File: src/rtl/uart_char_rx.sv
// 8N1 serial character receiver: oversampled start validation, LSB-first framing,
// a small byte FIFO drained over valid/ready, and a saturating received-character count.
module uart_char_rx #(
   parameter int CLKS_PER_BIT = 16,
   parameter int FIFO_DEPTH   = 4
) (
   input  logic       clk,
   input  logic       rst_n,
   input  logic       ena,
   input  logic       rx,
   input  logic       err_clr,
   input  logic       rx_ready,
   output logic [7:0] rx_data,
   output logic       rx_valid,
   output logic       frame_err,
   output logic       overrun,
   output logic [7:0] chars_received
);

   localparam int CW = $clog2(CLKS_PER_BIT);
   localparam int AW = $clog2(FIFO_DEPTH);
   localparam logic [CW-1:0] CNT_HALF = CW'(CLKS_PER_BIT/2 - 1);
   localparam logic [CW-1:0] CNT_LAST = CW'(CLKS_PER_BIT - 1);

   typedef enum logic [2:0] {ST_IDLE, ST_START, ST_DATA, ST_STOP, ST_BREAK} state_t;

   state_t        state, next_state;
   logic          sync1, rx_s;
   logic [CW-1:0] bit_cnt;
   logic [2:0]    bit_idx;
   logic [7:0]    shift;
   logic          sample_bit, push, frame_set;

   logic [7:0]    mem [FIFO_DEPTH];
   logic [AW:0]   wr_ptr, rd_ptr;
   logic          empty, full, pop, do_push, drop;

   // Synchronizer resets to the idle (high) line level so reset never looks like a start bit.
   always_ff @(posedge clk or negedge rst_n) begin
      if (!rst_n) begin
         sync1 <= 1'b1;
         rx_s  <= 1'b1;
      end else begin
         sync1 <= rx;
         rx_s  <= sync1;
      end
   end

   always_ff @(posedge clk or negedge rst_n) begin
      if (!rst_n) state <= ST_IDLE;
      else        state <= next_state;
   end

   always_comb begin
      next_state = state;
      sample_bit = 1'b0;
      push       = 1'b0;
      frame_set  = 1'b0;
      case (state)
         ST_IDLE:  if (rx_s == 1'b0) next_state = ST_START;
         ST_START: if (bit_cnt == CNT_HALF) next_state = rx_s ? ST_IDLE : ST_DATA;
         ST_DATA: begin
            if (bit_cnt == CNT_LAST) begin
               sample_bit = 1'b1;
               if (bit_idx == 3'd7) next_state = ST_STOP;
            end
         end
         ST_STOP: begin
            if (bit_cnt == CNT_LAST) begin
               if (rx_s) begin
                  push       = 1'b1;
                  next_state = ST_IDLE;
               end else begin
                  frame_set  = 1'b1;
                  next_state = ST_BREAK;
               end
            end
         end
         ST_BREAK: if (rx_s) next_state = ST_IDLE;
         default:  next_state = ST_IDLE;
      endcase
      // Disable overrides the transition only; a push decided this cycle still lands.
      if (!ena) next_state = ST_IDLE;
   end

   always_ff @(posedge clk or negedge rst_n) begin
      if (!rst_n) begin
         bit_cnt <= '0;
         bit_idx <= '0;
         shift   <= '0;
      end else begin
         if (next_state != state || sample_bit) bit_cnt <= '0;
         else                                   bit_cnt <= bit_cnt + CW'(1);
         if (state != ST_DATA) bit_idx <= '0;
         else if (sample_bit)  bit_idx <= bit_idx + 3'd1;
         if (sample_bit) shift[bit_idx] <= rx_s;
      end
   end

   assign empty    = (wr_ptr == rd_ptr);
   assign full     = (wr_ptr[AW] != rd_ptr[AW]) && (wr_ptr[AW-1:0] == rd_ptr[AW-1:0]);
   assign pop      = !empty && rx_ready;
   // A pop in the same cycle frees the slot, so a full FIFO can still accept.
   assign do_push  = push && (!full || pop);
   assign drop     = push && full && !pop;
   assign rx_valid = !empty;
   assign rx_data  = mem[rd_ptr[AW-1:0]];

   always_ff @(posedge clk or negedge rst_n) begin
      if (!rst_n) begin
         for (int i = 0; i < FIFO_DEPTH; i++) mem[i] <= '0;
         wr_ptr         <= '0;
         rd_ptr         <= '0;
         chars_received <= '0;
         frame_err      <= 1'b0;
         overrun        <= 1'b0;
      end else begin
         if (do_push) begin
            mem[wr_ptr[AW-1:0]] <= shift;
            wr_ptr              <= wr_ptr + (AW+1)'(1);
            if (chars_received != 8'hFF) chars_received <= chars_received + 8'd1;
         end
         if (pop) rd_ptr <= rd_ptr + (AW+1)'(1);
         if (frame_set)    frame_err <= 1'b1;
         else if (err_clr) frame_err <= 1'b0;
         if (drop)         overrun   <= 1'b1;
         else if (err_clr) overrun   <= 1'b0;
      end
   end

endmodule
File: config.mk
export PLATFORM = sky130hd
export DESIGN_NAME = uart_char_rx
export DESIGN_NICKNAME = d
export VERILOG_FILES = /design/src/rtl/uart_char_rx.sv
export SDC_FILE = /design/constraint.sdc
export NUM_CORES = 1
export LEC_CHECK = 0
export CAP_MARGIN = 25
export CORE_ASPECT_RATIO = 0.75
export CORE_MARGIN = 2
export CORE_UTILIZATION = 52
export DETAILED_ROUTE_END_ITERATION = 6
export GPL_ROUTABILITY_DRIVEN = 1
export HOLD_SLACK_MARGIN = 0.06
export PLACE_DENSITY = 0.75
export SLEW_MARGIN = 0
export SYNTH_ARGS = -nofsm -noshare
export SYNTH_HDL_FRONTEND = slang
export SYNTH_SLANG_ARGS = --single-unit
export TNS_END_PERCENT = 10
File: constraint.sdc
create_clock -name clk -period 1.8 [get_ports clk]
set_input_delay 0.27 -clock clk [delete_from_list [all_inputs] [get_ports clk]]
set_output_delay 0.27 -clock clk [all_outputs]
set_load 0.03 [all_outputs]
---- Yosys cells after proc, flatten, opt, wreduce, memory -nomap -nowiden ----
Index checks and enable logic that the tools add are counted.
operators by class
  add/subtract/negate cells ............... 5
  multiply operators ...................... 0
  div/mod/pow operators ................... 0
  $lt $le $gt $ge ......................... 5
  eq/ne operators ......................... 13
  shift operators ......................... 0
  mux-type cells .......................... 33
  bitwise gates (word level) .............. 2
  reductions and logical operators ........ 17
operator list
  operator                                                    count
  bitwise mux 32 bit                                          1
  2-to-1 mux 3 bit                                            10
  2-to-1 mux 8 bit                                            3
  binary-select mux 8 bit (select 2 bit)                      1
  demux 8 bit (select 2 bit)                                  1
  case mux 3 bit (5 select lines)                             1
  2-to-1 mux 1 bit                                            12
  adder 3 x 1 -> 3 bit, second input constant                 3
  adder 8 x 1 -> 8 bit, second input constant                 1
  bitwise mux 8 bit                                           1
  inequality test 8 bit, second input constant                1
  logical AND 1 bit                                           7
  == test 3 x 2 -> 1 bit, second input constant               2
  == test 3 bit, second input constant                        2
  >= comparator 3 bit, second input constant                  2
  NOT 2 -> 3 bit                                              2
  nonzero test 2 bit                                          3
  adder 4 x 1 -> 4 bit, second input constant                 1
  == test 4 x 3 -> 1 bit, second input constant               1
  == test 4 bit, second input constant                        1
  less-than comparator 3 x 4 -> 1 bit, second input constant  1
  2-to-1 mux 4 bit                                            1
  demux 1 bit (select 3 bit)                                  1
  == test 3 x 1 -> 1 bit, second input constant               1
  12 further kinds                                            15
storage, ports and cells
  bits in registers ....................... 68
  latch bits .............................. 0
  memory bits (writable) .................. 0
  bits in read-only memories .............. 0
  input bits .............................. 6
  output and inout bits ................... 19
  memories ................................ 0

---- Depth between registers and ports, before layout ----
  depth after elaboration ................. 8
  gate-level depth with buffers ........... 6

---- Worst setup path after synthesis ----
No wires, ideal clock.
  kind .................................... register to register
  start ................................... register bit_cnt[0]
  end ..................................... register shift[2]
  library setup time ...................... 0.125 ns
  data arrival time ....................... 1.757 ns
  data required time ...................... 1.675 ns
  slack ................................... -0.082 ns
  stages on the path, launching flop included .. 7
  buffers on the path ..................... 0
  cells stage by stage .................... dfrtp_1 ha_1 and2_2 nand2_2 or3_4 nor3b_1 mux2_2
between the ends
  longest elaborated chain between the ends .. 3
ends and longest elaborated chain
  item                           line  source
  start, declared                29    logic [CW-1:0] bit_cnt;
  start signal, assigned         93    else bit_cnt <= bit_cnt + CW'(1);
  == test 4 bit                  63    if (bit_cnt == CNT_LAST) begin
  2-to-1 mux 1 bit               63
  2-to-1 mux 1 bit               59    case (state)
  end signal, assigned by index  96    if (sample_bit) shift[bit_idx] <= rx_s;
  end, declared                  31    logic [7:0] shift;
No other way between the ends.
A chain may end at the register's enable or synchronous reset.

---- Worst setup path after layout ----
  start ................................... register rd_ptr[0]
  end ..................................... output rx_data[5]
between the ends
  longest elaborated chain between the ends .. 4
ends and longest elaborated chain
  item                                                  line  source
  start, declared                                       35    logic [AW:0] wr_ptr, rd_ptr;
  start signal, assigned                                123   if (pop) rd_ptr <= rd_ptr + (AW+1)'(1);
  NOT 2 -> 3 bit (implied by the code)                  107   assign rx_data = mem[rd_ptr[AW-1:0]];
  binary-select mux 8 bit (select 2 bit)                107
  2-to-1 mux 8 bit (implied by the code) (2 in series)  107
  end, declared                                         13    output logic [7:0] rx_data,
No other way between the ends. The select of a mux whose other input is x is not followed.

==> run_results.csv <==
group,metric,value,unit
finish,drive_gt1_share,42.7,%
floorplan,boundaryPins,25,
floorplan,core,5950,sq um
clock_tree,cts_max_path_buffers,2,
worst_setup_path,critical_path_class,"flop to output port",
sta,slew_headroom,74.6,%
clock_tree,numCtsBuffers,9,
sta,drv_slew,0,
finish,area_delta_synth_final,24.4,%
synthesis,ys_ff_latch,68,
status,status,"finished, violations left",
synthesis,syn_nets,251,
synthesis,seq_area_frac_synth,52.1,%
place,post_dp_cell_area,3770,sq um
synthesis,synth-edff-count,0,
pwr,power,3730,uW
finish,diodes,0,
detailed_routing,vias_per_cell,5.40,
worst_setup_path,cp.arrival,1.58,ns
sta,fin_crit_sh,103,%
grt,grt_max_degree,54,
clock_tree,htree_num_levels,3,
grt,grt_pass1_vias,2058,
worst_setup_path,required,1.53,ns
worst_setup_path,cp_slowest_cell,"mux4_2",
synthesis,yosys_warnings,0,
flow_run,drv_cap,0,
floorplan,placementRows,24,
pwr,ir_worst_vdd,0.000511,V
pwr,p_per_area,918,nW/um^2
place,gp_congestion,0.743,
sta,setup-violations-final,10,
worst_setup_path,worstPathCellList,"buf_12 -> mux4_2 -> buf_6",
clock_tree,cts_tree,"built",
synthesis,synth_cells,236,
min_path,min_path_cells,1,
floorplan,die_w,95.6,microns
synthesis,yosys.area.top_type,"dfrtp_1",
synthesis,async_flop_share,100,%
detailed_routing,routed_wl,6050,microns
grt,antenna_found_initial,0,
status,violations,"setup timing",
place,port_buffers,24,
detailed_routing,ant_nets,0,
synthesis,syn_area_per_cell,13.9,sq um
sta,fmax,541,MHz
sta,tightest_slew,0.371,ns
finish,final_cell_area,4070,sq um
detailed_routing,first_pass_iters,4,
worst_setup_path,start_kind,"flop",
detailed_routing,drt_iter0_drc,104,
sta,setup-tns-final,-0.318,ns
synthesis,synth_area_leaders,"dfrtp_1 (50%), mux2_2 (14%), mux4_1 (6.4%), xnor2_1 (3.7%), ha_1 (3.4%)",
grt,grt_pass1_wl,10500,microns
synthesis,synth_cell_types,45,
clock_tree,clock_sinks,68,
floorplan,die_h,72.7,microns
pwr,leakage,0.00196,uW
worst_setup_path,cp-end-kind,"output port",
detailed_routing,post_drt_wl_per_cell,16.3,microns
place,hpwl,4030,microns
clock_tree,clk_pin_slew,0.07,ns
sta,fin_crit,1.85,ns
worst_setup_path,reg2reg_depth,6,
worst_setup_path,critPathMaxFanout,7,
floorplan,start_util,55.0,%
synthesis,synth_area,3270,sq um
clock_tree,clk_latency,0.34,ns
grt,grt-ovfl-total,0,
finish,nets,304,
sta,fin_ws,-0.0491,ns
worst_setup_path,cpPeakStageDelay,0.51,ns
grt,grt_usage,20.6,%
synthesis,synth_top_area_share,50.5,%
floorplan,die-area,6950,sq um
sta,rsz0062_at_grt,"true",
sta,fin_skew,0.0126,ns
min_path,min_path_type,"input port to flop",
synthesis,ys.flop_type,"dfrtp_1",
clock_tree,root_buffer,"clkbuf_8",
detailed_routing,drc,0,
sta,hold_violations,0,
detailed_routing,num_vias,2005,
## cells in the mapped netlist (2+ instances only)
library cell,n
nor3b_1,2
dfrtp_1,66
a211oi_1,2
and4_1,2
nand3b_1,4
dfstp_2,2
mux2_1,2
buf_6,2
inv_1,9
mux2i_1,2
xnor2_1,14
nand2_1,8
nor2b_1,2
o21ai_0,4
mux4_1,8
nor3_1,5
a21oi_1,2
nand3_1,4
ha_1,9
nand4_1,2
xor2_1,3
nand2_4,4
buf_4,4
and3_1,3
nor2_1,12
mux2_2,40
## registers in the layout (all words and copies together) (netlist names)
name / count
mem: 32
bit_cnt: 4
chars_received: 8
bit_idx: 3
sync1: 1
rd_ptr: 3
shift: 8
overrun: 1
wr_ptr: 3
frame_err: 1
state: 3
rx_s: 1
## power by group
part | leakage (uW) | internal (uW) | switching (uW)
Clock | 0.000102 | 768 | 547
Combinational | 0.000927 | 410 | 338
Sequential | 0.000927 | 1600 | 69.3
Total | 0.00196 | 2780 | 955
## layout by cell type (no fill, tap or decap), types with 3 or more instances in the layout
cell type	n
buf_6	11
o21ai_0	4
nand2_1	8
nand2_4	4
buf_12	3
xnor2_1	13
nor2_1	11
buf_4	20
dfrtp_1	66
nand3_1	4
ha_1	8
clkdlybuf4s50_1	12
clkbuf_8	9
nand3b_1	4
mux4_2	8
inv_1	9
mux2_2	39
xor2_1	3
nor3_2	3
## layout make-up
class                   instances  area (sq um)
inverters                       9          33.8
clock inverters                 5          77.6
fillers                       444          1880
multi-input cells             151          1530
flip-flops and latches         68          1700
well taps                      78          97.6
repair buffers                 50           494
clock buffers                  10           128
## path summary, 6_finish.rpt
check	slack, ns	startpoint	end
max	-0.05	rd_ptr[0]	rx_data[5]
min	0.34	rx	sync1
min reg2reg	0.36	sync1	rx_s
min in group asynchronous	0.38	rst_n	state[1]
max reg2reg	-0.01	bit_cnt[1]	shift[2]
max in group asynchronous	0.79	rst_n	sync1
## cells by family (layout without fill, tap and decap cells)
logic type                 count (synthesis)  in the layout  share of synthesized area, %
AOI/OAI and AO/OA                         14             14                          3.06
adders and majority gates                  9              9                          3.44
and+or+nand+nor                           58             58                          12.0
DFF                                       68             68                          52.1
xor gates and xnor gates                  18             18                          5.05
muxes                                     52             52                          21.5
buffers and inverters                     17             74                          2.91
## repair_timing
item / 4_1_cts / 5_1_grt
hold buffers: 1 / 0
endpoints found under the setup margin: 47 / 64
endpoints found under the hold margin: 15 / 0
setup buffers: 1 / 1
resized for setup: 64 / 11
pin swaps: 5 / 1
## routing by layer
layer	share of wire, %	vias up	global-route usage (%)
met4	1.2	0	6.19
met5	0	-	0
met2	45	32	29.0
met3	3.6	8	6.61
met1	50	1016	30.6
li1	-	949	-
## critical path: cells and delay by family, from the launching register on
kind / cells / cell delay, ns
buffers and inverters: 2 / 0.31
muxes: 1 / 0.51
DFF: 1 / 0.41
## through the flow
stage / instances / hold WS (ns) / utilization, % / worst slack (ns)
2_1_floorplan: 236 / -0.0256 / - / -0.00578
5_1_grt: 371 / 0.330 / 68.4 / -0.122
4_1_cts: 370 / 0.318 / 67.5 / -0.0769
3_3_place_gp: 353 / 0.216 / 63.4 / -0.158
3_5_place_dp: 353 / 0.214 / 63.4 / -0.162
6_report: 371 / 0.341 / 68.4 / -0.0491
Note: power is estimated with default switching activity, not from simulation.
